<file path="src/rtl/cmp_result_collector.sv">
// cmp_result_collector: decodes CMP_Out/CMP_Flag into relation codes and queues them in a show-ahead FIFO; `CMP_STATS_EN adds EQ/GT/LT counters.
// Latency: one cycle from the sampled result to RES_Valid/RES_Code (no empty-FIFO bypass); one result per cycle sustained.
// Backpressure: RES_Ready low holds the head stable; a result arriving while full with no pop is dropped and sets Overflow.
module cmp_result_collector #(
  parameter int Op_Width  = 16,
  parameter int Depth     = 4,
  parameter int Cnt_Width = 8
) (
  input  logic                     CLK,
  input  logic                     RST,
  input  logic [Op_Width-1:0]      CMP_Out,
  input  logic                     CMP_Flag,
  input  logic                     CLR,
  input  logic                     RES_Ready,
  output logic                     RES_Valid,
  output logic [2:0]               RES_Code,
  output logic [$clog2(Depth):0]   FIFO_Count,
  output logic                     Overflow
`ifdef CMP_STATS_EN
  ,
  output logic [Cnt_Width-1:0]     EQ_Cnt,
  output logic [Cnt_Width-1:0]     GT_Cnt,
  output logic [Cnt_Width-1:0]     LT_Cnt
`endif
);

  localparam int Ptr_Width = $clog2(Depth);

  localparam logic [2:0] CODE_NONE = 3'b000;
  localparam logic [2:0] CODE_EQ   = 3'b001;
  localparam logic [2:0] CODE_GT   = 3'b010;
  localparam logic [2:0] CODE_LT   = 3'b011;
  localparam logic [2:0] CODE_ERR  = 3'b100;

  localparam logic [Ptr_Width-1:0] Ptr_One  = Ptr_Width'(1);
  localparam logic [Ptr_Width:0]   Cnt_One  = (Ptr_Width + 1)'(1);
  localparam logic [Ptr_Width:0]   Full_Cnt = (Ptr_Width + 1)'(Depth);

  if (Depth < 2 || (Depth & (Depth - 1)) != 0 || Cnt_Width < 1 || Op_Width < 2) begin : g_bad_cfg
    $error("cmp_result_collector: Depth must be a power of two >= 2, Op_Width >= 2, Cnt_Width >= 1");
  end

  logic [2:0]           in_code;
  logic [2:0]           mem [Depth];
  logic [Ptr_Width-1:0] wr_ptr;
  logic [Ptr_Width-1:0] rd_ptr;
  logic [Ptr_Width:0]   count;
  logic                 overflow_q;
  logic                 empty;
  logic                 full;
  logic                 do_pop;
  logic                 do_push;
  logic                 drop;

  // Any value other than 0..3, including nonzero upper bits, is an error code.
  always_comb begin
    in_code = CODE_ERR;
    if (CMP_Out == '0)
      in_code = CODE_NONE;
    else if (CMP_Out == Op_Width'(1))
      in_code = CODE_EQ;
    else if (CMP_Out == Op_Width'(2))
      in_code = CODE_GT;
    else if (CMP_Out == Op_Width'(3))
      in_code = CODE_LT;
  end

  assign empty   = (count == '0);
  assign full    = (count == Full_Cnt);
  assign do_pop  = !empty && RES_Ready;
  // A pop frees the slot the push needs, so full + pop still accepts the new result.
  assign do_push = CMP_Flag && (!full || do_pop);
  assign drop    = CMP_Flag && full && !do_pop;

  always_ff @(posedge CLK or negedge RST) begin
    if (!RST) begin
      wr_ptr     <= '0;
      rd_ptr     <= '0;
      count      <= '0;
      overflow_q <= 1'b0;
    end else begin
      if (do_push)
        wr_ptr <= wr_ptr + Ptr_One;
      if (do_pop)
        rd_ptr <= rd_ptr + Ptr_One;
      if (do_push && !do_pop)
        count <= count + Cnt_One;
      else if (do_pop && !do_push)
        count <= count - Cnt_One;
      if (drop)
        overflow_q <= 1'b1;
      else if (CLR)
        overflow_q <= 1'b0;
    end
  end

  // Storage needs no reset: the output is gated by the count, which resets asynchronously.
  always_ff @(posedge CLK) begin
    if (do_push)
      mem[wr_ptr] <= in_code;
  end

  assign RES_Valid  = !empty;
  assign RES_Code   = empty ? CODE_NONE : mem[rd_ptr];
  assign FIFO_Count = count;
  assign Overflow   = overflow_q;

`ifdef CMP_STATS_EN
  localparam logic [Cnt_Width-1:0] Stat_One = Cnt_Width'(1);

  logic [Cnt_Width-1:0] eq_q;
  logic [Cnt_Width-1:0] gt_q;
  logic [Cnt_Width-1:0] lt_q;
  logic                 eq_inc;
  logic                 gt_inc;
  logic                 lt_inc;

  // Counted at decode time, so dropped results are still included.
  assign eq_inc = CMP_Flag && (in_code == CODE_EQ) && (eq_q != '1);
  assign gt_inc = CMP_Flag && (in_code == CODE_GT) && (gt_q != '1);
  assign lt_inc = CMP_Flag && (in_code == CODE_LT) && (lt_q != '1);

  always_ff @(posedge CLK or negedge RST) begin
    if (!RST) begin
      eq_q <= '0;
      gt_q <= '0;
      lt_q <= '0;
    end else if (CLR) begin
      eq_q <= '0;
      gt_q <= '0;
      lt_q <= '0;
    end else begin
      if (eq_inc)
        eq_q <= eq_q + Stat_One;
      if (gt_inc)
        gt_q <= gt_q + Stat_One;
      if (lt_inc)
        lt_q <= lt_q + Stat_One;
    end
  end

  assign EQ_Cnt = eq_q;
  assign GT_Cnt = gt_q;
  assign LT_Cnt = lt_q;
`endif

endmodule

</file>
<file path="config.mk">
export PLATFORM = sky130hd
export DESIGN_NAME = cmp_result_collector
export DESIGN_NICKNAME = d
export VERILOG_FILES = /design/src/rtl/cmp_result_collector.sv
export SDC_FILE = /design/constraint.sdc
export NUM_CORES = 1
export LEC_CHECK = 0
export CELL_PAD_IN_SITES_DETAIL_PLACEMENT = 1
export CELL_PAD_IN_SITES_GLOBAL_PLACEMENT = 1
export CORE_MARGIN = 5
export CORE_UTILIZATION = 33
export CTS_CLUSTER_DIAMETER = 50
export DETAILED_ROUTE_END_ITERATION = 8
export PLACE_DENSITY_LB_ADDON = 0.1
export SLEW_MARGIN = 40
export SYNTH_ARGS = -nofsm -noshare
export SYNTH_HDL_FRONTEND = slang
export SYNTH_SLANG_ARGS = --single-unit
</file>
<file path="constraint.sdc">
create_clock -name CLK -period 1.9 [get_ports CLK]
set_input_delay 0.475 -clock CLK [delete_from_list [all_inputs] [get_ports CLK]]
set_output_delay 0.475 -clock CLK [all_outputs]
set_load 0.03 [all_outputs]
</file>
# Word level (Yosys, flattened, before mapping)
# Memories as Yosys holds them, arrays and structs flattened.
# Index checks and enable logic that the tools add are counted.
# word_totals
register_bits	8
mem_bits_rw	12
output_inout_bits	8
n_memories	1
# mem_list
name	depth	width	rd	rd_ports_with_merged_regs	wr	line	rtl
mem	4	3	1	0	1	44	logic [2:0] mem [Depth];
# classes
n_addsub	4
eq_ne	4
n_mux	11
n_reduce_logical	15
# op_table
cell	n
16-bit by 2-bit equality test with 1-bit output (second input constant)	2
3-bit 2-to-1 mux	7
16-bit by 1-bit equality test with 1-bit output (second input constant)	1
16-bit zero test	1
1-bit logical AND	6
2-bit by 1-bit adder with 2-bit output (second input constant)	2
1-bit zero test	4
1-bit 2-to-1 mux	4
2-bit nonzero test	2
3-bit by 1-bit adder with 3-bit output (second input constant)	1
3-bit equality test (second input constant)	1
3-bit zero test	1
3-bit by 1-bit subtractor with 3-bit output (second input constant)	1
1-bit logical OR	1

# Depth between registers and ports, before layout
# Gate-level depths: netlist of the first run.
# depth
ltp_word	9
depth_mapped	9
mapped_depth_nobuf	8

# Least setup slack after synthesis of the first run
# No wires, ideal clock.
# synth_timing
path_kind	register to register
from	reg count[0], in the netlist FIFO_Count[0]
to	reg count[2], in the netlist FIFO_Count[2]
setup_ps	80
arrival_ps	2206
required_ps	1820
slack_ps	-387
stages_incl_launch_ff	10
n_path_buf	1
period_less_slack_ps	2287
cell_sequence	dfrtp_1 -> or3_1 -> buf_2 -> nand2_1 -> ha_1 -> inv_1 -> fa_1 -> xor2_1 -> nor2_1 -> xor2_1
# synth_between
elab_chain_cells	8
word_cells_on_any_way	16
classes_between	2 x add/sub; 1 x eq/ne; 2 x mux; 11 x reduce/logical
# synth_rtl
element	line	rtl
start, declared	47	logic [Ptr_Width:0] count;
start signal, assigned	87	count <= count + Cnt_One;
start signal, assigned	89	count <= count - Cnt_One;
3-bit zero test (*)	68	assign empty = (count == '0);
1-bit zero test (*)	n/a	
via RES_Valid	15	output logic RES_Valid,
1-bit logical AND (*)	70	assign do_pop = !empty && RES_Ready;
1-bit logical OR	72	assign do_push = CMP_Flag && (!full || do_pop);
1-bit logical AND	72	
1-bit zero test	88	else if (do_pop && !do_push)
1-bit logical AND	88	
2-bit nonzero test (no source line)	n/a	
# Mark *: on every way through the listed nets, which the timed path passes. The rest lies on a longest branch. The select of a mux whose other input is x is not followed.
# A chain may end at the register's enable or synchronous reset.

# Worst setup path after layout of the first run
# layout_timing
from	reg rd_ptr[0]
to	out RES_Code[0]
# layout_between
elab_chain_cells	2
# layout_rtl
element	line	rtl
start, declared	46	logic [Ptr_Width-1:0] rd_ptr;
start signal, assigned	85	rd_ptr <= rd_ptr + Ptr_One;
memory read 4 x 3 bit	n/a	
3-bit 2-to-1 mux	104	assign RES_Code = empty ? CODE_NONE : mem[rd_ptr];
end, declared	16	output logic [2:0] RES_Code,
# No other way between the ends.

==> results by group, run 1 <==
Routing
  • Drt wl/cell: 15.06 um
  • DRC viols: 0
  • WL final: 2184 um
  • Vias per cell: 4.559
  • DR iter-0 viols: 19
  • Via count: 661
  • TritonRoute pass-1 iters: 4
  • DRT antenna net count: 0

Synthesis
  • EDFF count, synth: 12
  • Post-synthesis net count: 95
  • Syn. warnings: 0
  • Gate count of the mapped netlist: 68
  • Async set-reset flop share out of synthesis: 40.00%
  • Area fraction of the dominant cell type after synthesis: 36.92%
  • Dominant cells by area after synthesis: edfxtp_1 37%, dfrtp_1 21%, mux4_2 6.9%
  • Avg Inst Size Synth: 14.35 um^2
  • Most frequent cell after synthesis: edfxtp_1
  • Synth area leader: edfxtp_1
  • Sequential area share after synthesis: 57.44%
  • Post-Syn Area: 975.9 um^2
  • Distinct cells, synth: 23
  • Most instantiated cells after synthesis: 12 x edfxtp_1, 8 x dfrtp_1, 6 x inv_1, 5 x ha_1
  • #FFs+latches synth: 20
  • Top FF cell, synth: edfxtp_1

Clocking
  • TritonCTS buffer count: 3
  • Htree depth: 1
  • Clock sinks: 20
  • Hold_buf cts: 0
  • Worst skew pair latency: 0.29 ns
  • Clock Tree Root: clkbuf_4
  • TritonCTS clock tree: built
  • Worst-path clk slew: 0.12 ns
  • Longest Clk Path Bufs: 2

Layout
  • Register Area: 565.5 um^2
  • N_diodes: 0
  • Number of fill cells: 295
  • Final net count: 142
  • Util after Layout: 53.52%
  • Fin cells: 145
  • Area of the multi-input gates: 412.9 um^2
  • Area Overhead vs Synth: 53.85%
  • Layout cells sized above 1: 42.11%

Setup path
  • Crit-path cells: mux4_2 -> and2_4 -> buf_6
  • Arrival @ worst endpoint: 1.54 ns
  • CP max stage delay: 0.52 ns
  • WP data required: 1.42 ns
  • CP Max Fanout: 4
  • Setup CP Type: flip-flop to output pin
  • Worst r2r dst: FIFO_Count[1]$_DFFE_PN0P_
  • Setup crit end kind: output pin
  • Worst reg-to-reg path cell count: 7
  • Critical Path Source Type: flip-flop
  • Reg-to-reg slack, setup: -0.06 ns
  • Critical Path Slowest Stage Cell: mux4_2
  • Worst R2R Start: FIFO_Count[1]$_DFFE_PN0P_

Global routing
  • GR Util All Layers: 10.86%
  • GR Util met2: 20.49%
  • Met3 usage in global routing: 2.452%
  • Gr busiest metal: met2
  • Remaining global-route overflow: 0
  • Initial antenna violation count: 0
  • Largest net degree at the start of global routing: 13
  • Met1 Use GR: 12.07%
  • Global-route wire length before repair: 3408 um
  • Vias in the first global route: 746

Timing
  • RSZ-0062 raised after global routing: true
  • Crit share post-route: 105.8%
  • Final setup viols: 5
  • Setup WS post-layout: -0.1110 ns
  • Fmax: 497.3 MHz
  • Period minus WS final: 2.011 ns
  • Final Max Tran Viols: 0
  • Hold Vio Cnt, Final: 0
  • Slew HR: 71.68%
  • Clock skew: 0.005489 ns
  • Slew of the pin with the lowest slew margin: 0.4234 ns
  • Min Hold Slack: 0.4651 ns

Hold path
  • Min-delay worst type: primary input to async pin

Floorplanning
  • IO Count: 29
  • Area of the core: 0.002805 mm^2
  • Die Ht: 64.38 um
  • Row Count: 19
  • Die Area: 0.004145 mm^2
  • Initial core utilization: 34.79%
  • Die Span X: 64.38 um

Placement
  • Port Buffers: 28
  • DPL Wire Length: 1699 um
  • Gpl congestion: 0.7176
  • Dpl cells: 134

Outcome
  • Status: complete, but fails checks
  • Failing checks: negative setup slack

Power
  • LEAKAGE: 0.6215 nW
  • Worst VDD drop: 0.0005187 V
  • PwrDens: 1504 mW/mm^2
  • Tot Pwr: 2.259 mW

Flow run
  • Max-cap violations: 0
## cells in the final DEF, fill, tap and decap left out, types with 5 or more instances in the layout
cell,count
inv_1,5
buf_6,5
buf_4,15
edfxtp_1,12
clkdlybuf4s50_1,20
## worst max-delay path by stage
stage | slack, ns | startpoint | cells after the start | end
6_report | -0.11 | rd_ptr[0]$_DFFE_PN0N_ | 3 | RES_Code[0]
5_1_grt | -0.18 | rd_ptr[0]$_DFFE_PN0N_ | 3 | RES_Code[0]
4_1_cts | -0.13 | rd_ptr[0]$_DFFE_PN0N_ | 3 | RES_Code[0]
3_5_place_dp | -0.51 | RES_Ready | 7 | FIFO_Count[1]$_DFFE_PN0P_
3_3_place_gp | -0.47 | RES_Ready | 7 | FIFO_Count[1]$_DFFE_PN0P_
2_1_floorplan | -0.19 | FIFO_Count[0]$_DFFE_PN0P_ | 9 | FIFO_Count[2]$_DFFE_PN0P_
## state kept, by name (all words and copies together), names as in the netlist
name	flops
mem	12
FIFO_Count	3
rd_ptr	2
wr_ptr	2
Overflow	1
## stage by stage
| step | setup slack (ns) | TNS [ns] | cell area, um^2 |
|---|---|---|---|
| finish | -0.1110 | -0.4099 | 1501 |
| global route | -0.1774 | -0.8184 | 1501 |
| CTS | -0.1252 | -0.4886 | 1468 |
| detailed placement | -0.5141 | -4.234 | 1379 |
| global placement | -0.4695 | -3.224 | 1379 |
| floorplan | -0.1885 | -0.3614 | 1012 |
## power by group
part,internal (mW),switching [mW]
clock,0.213,0.132
combinational,0.671,0.543
sequential,0.603,0.0968
## cell families (layout without fill, tap and decap cells)
| group | Yosys count | in the layout | synth area share (%) |
|---|---|---|---|
| AND/OR/NAND/NOR | 21 | 21 | 14.10 |
| flip-flops | 20 | 20 | 57.44 |
| XOR/XNOR | 6 | 6 | 5.385 |
| buffers and inverters | 9 | 55 | 4.487 |
| multiplexers | 5 | 5 | 9.614 |
| adder cells (fa/ha/maj) | 6 | 6 | 8.462 |
| AO/OA/AOI/OAI | 1 | 1 | 0.5123 |
## worst max-delay path, delay by kind of cell, from the launching register on
kind | cells | cell delay (ns)
buf+inv | 1 | 0.13
mux | 1 | 0.52
simple gates | 1 | 0.15
flops | 1 | 0.44
## cell type report
type	count	share of cell area (%)
clock inverter	1	2.000
clock buffer	3	1.500
timing repair buffer	45	27.25
tap	31	2.583
sequential	20	37.67
multi-input combinational	39	27.50
inverter	6	1.500
## metal layers
| layer | up-vias | share of wire (%) |
|---|---|---|
| met2 | 10 | 55 |
| met1 | 321 | 39 |
| met3 | 2 | 5.0 |
| li1 | 328 | - |
| met5 | - | 0 |
| met4 | 0 | 0.64 |
## repair_timing
item / in CTS / in global routing
buffers inserted: 3 / 4
setup endpoints to repair: 9 / 5
cloned: 0 / 0
pin swaps: 6 / 6
resized for setup: 37 / 1
Note: power is estimated with default switching activity, not from simulation.
==> run 2: changes to the inputs <==
--- a/config.mk
+++ b/config.mk
@@ -5,6 +5,7 @@
 export SDC_FILE = /design/constraint.sdc
 export NUM_CORES = 1
 export LEC_CHECK = 0
+export CAP_MARGIN = 10
 export CELL_PAD_IN_SITES_DETAIL_PLACEMENT = 1
 export CELL_PAD_IN_SITES_GLOBAL_PLACEMENT = 1
 export CORE_MARGIN = 5
==> results of run 2 <==
Same layout as run 1: the final DEF is identical, and so are final timing and power.
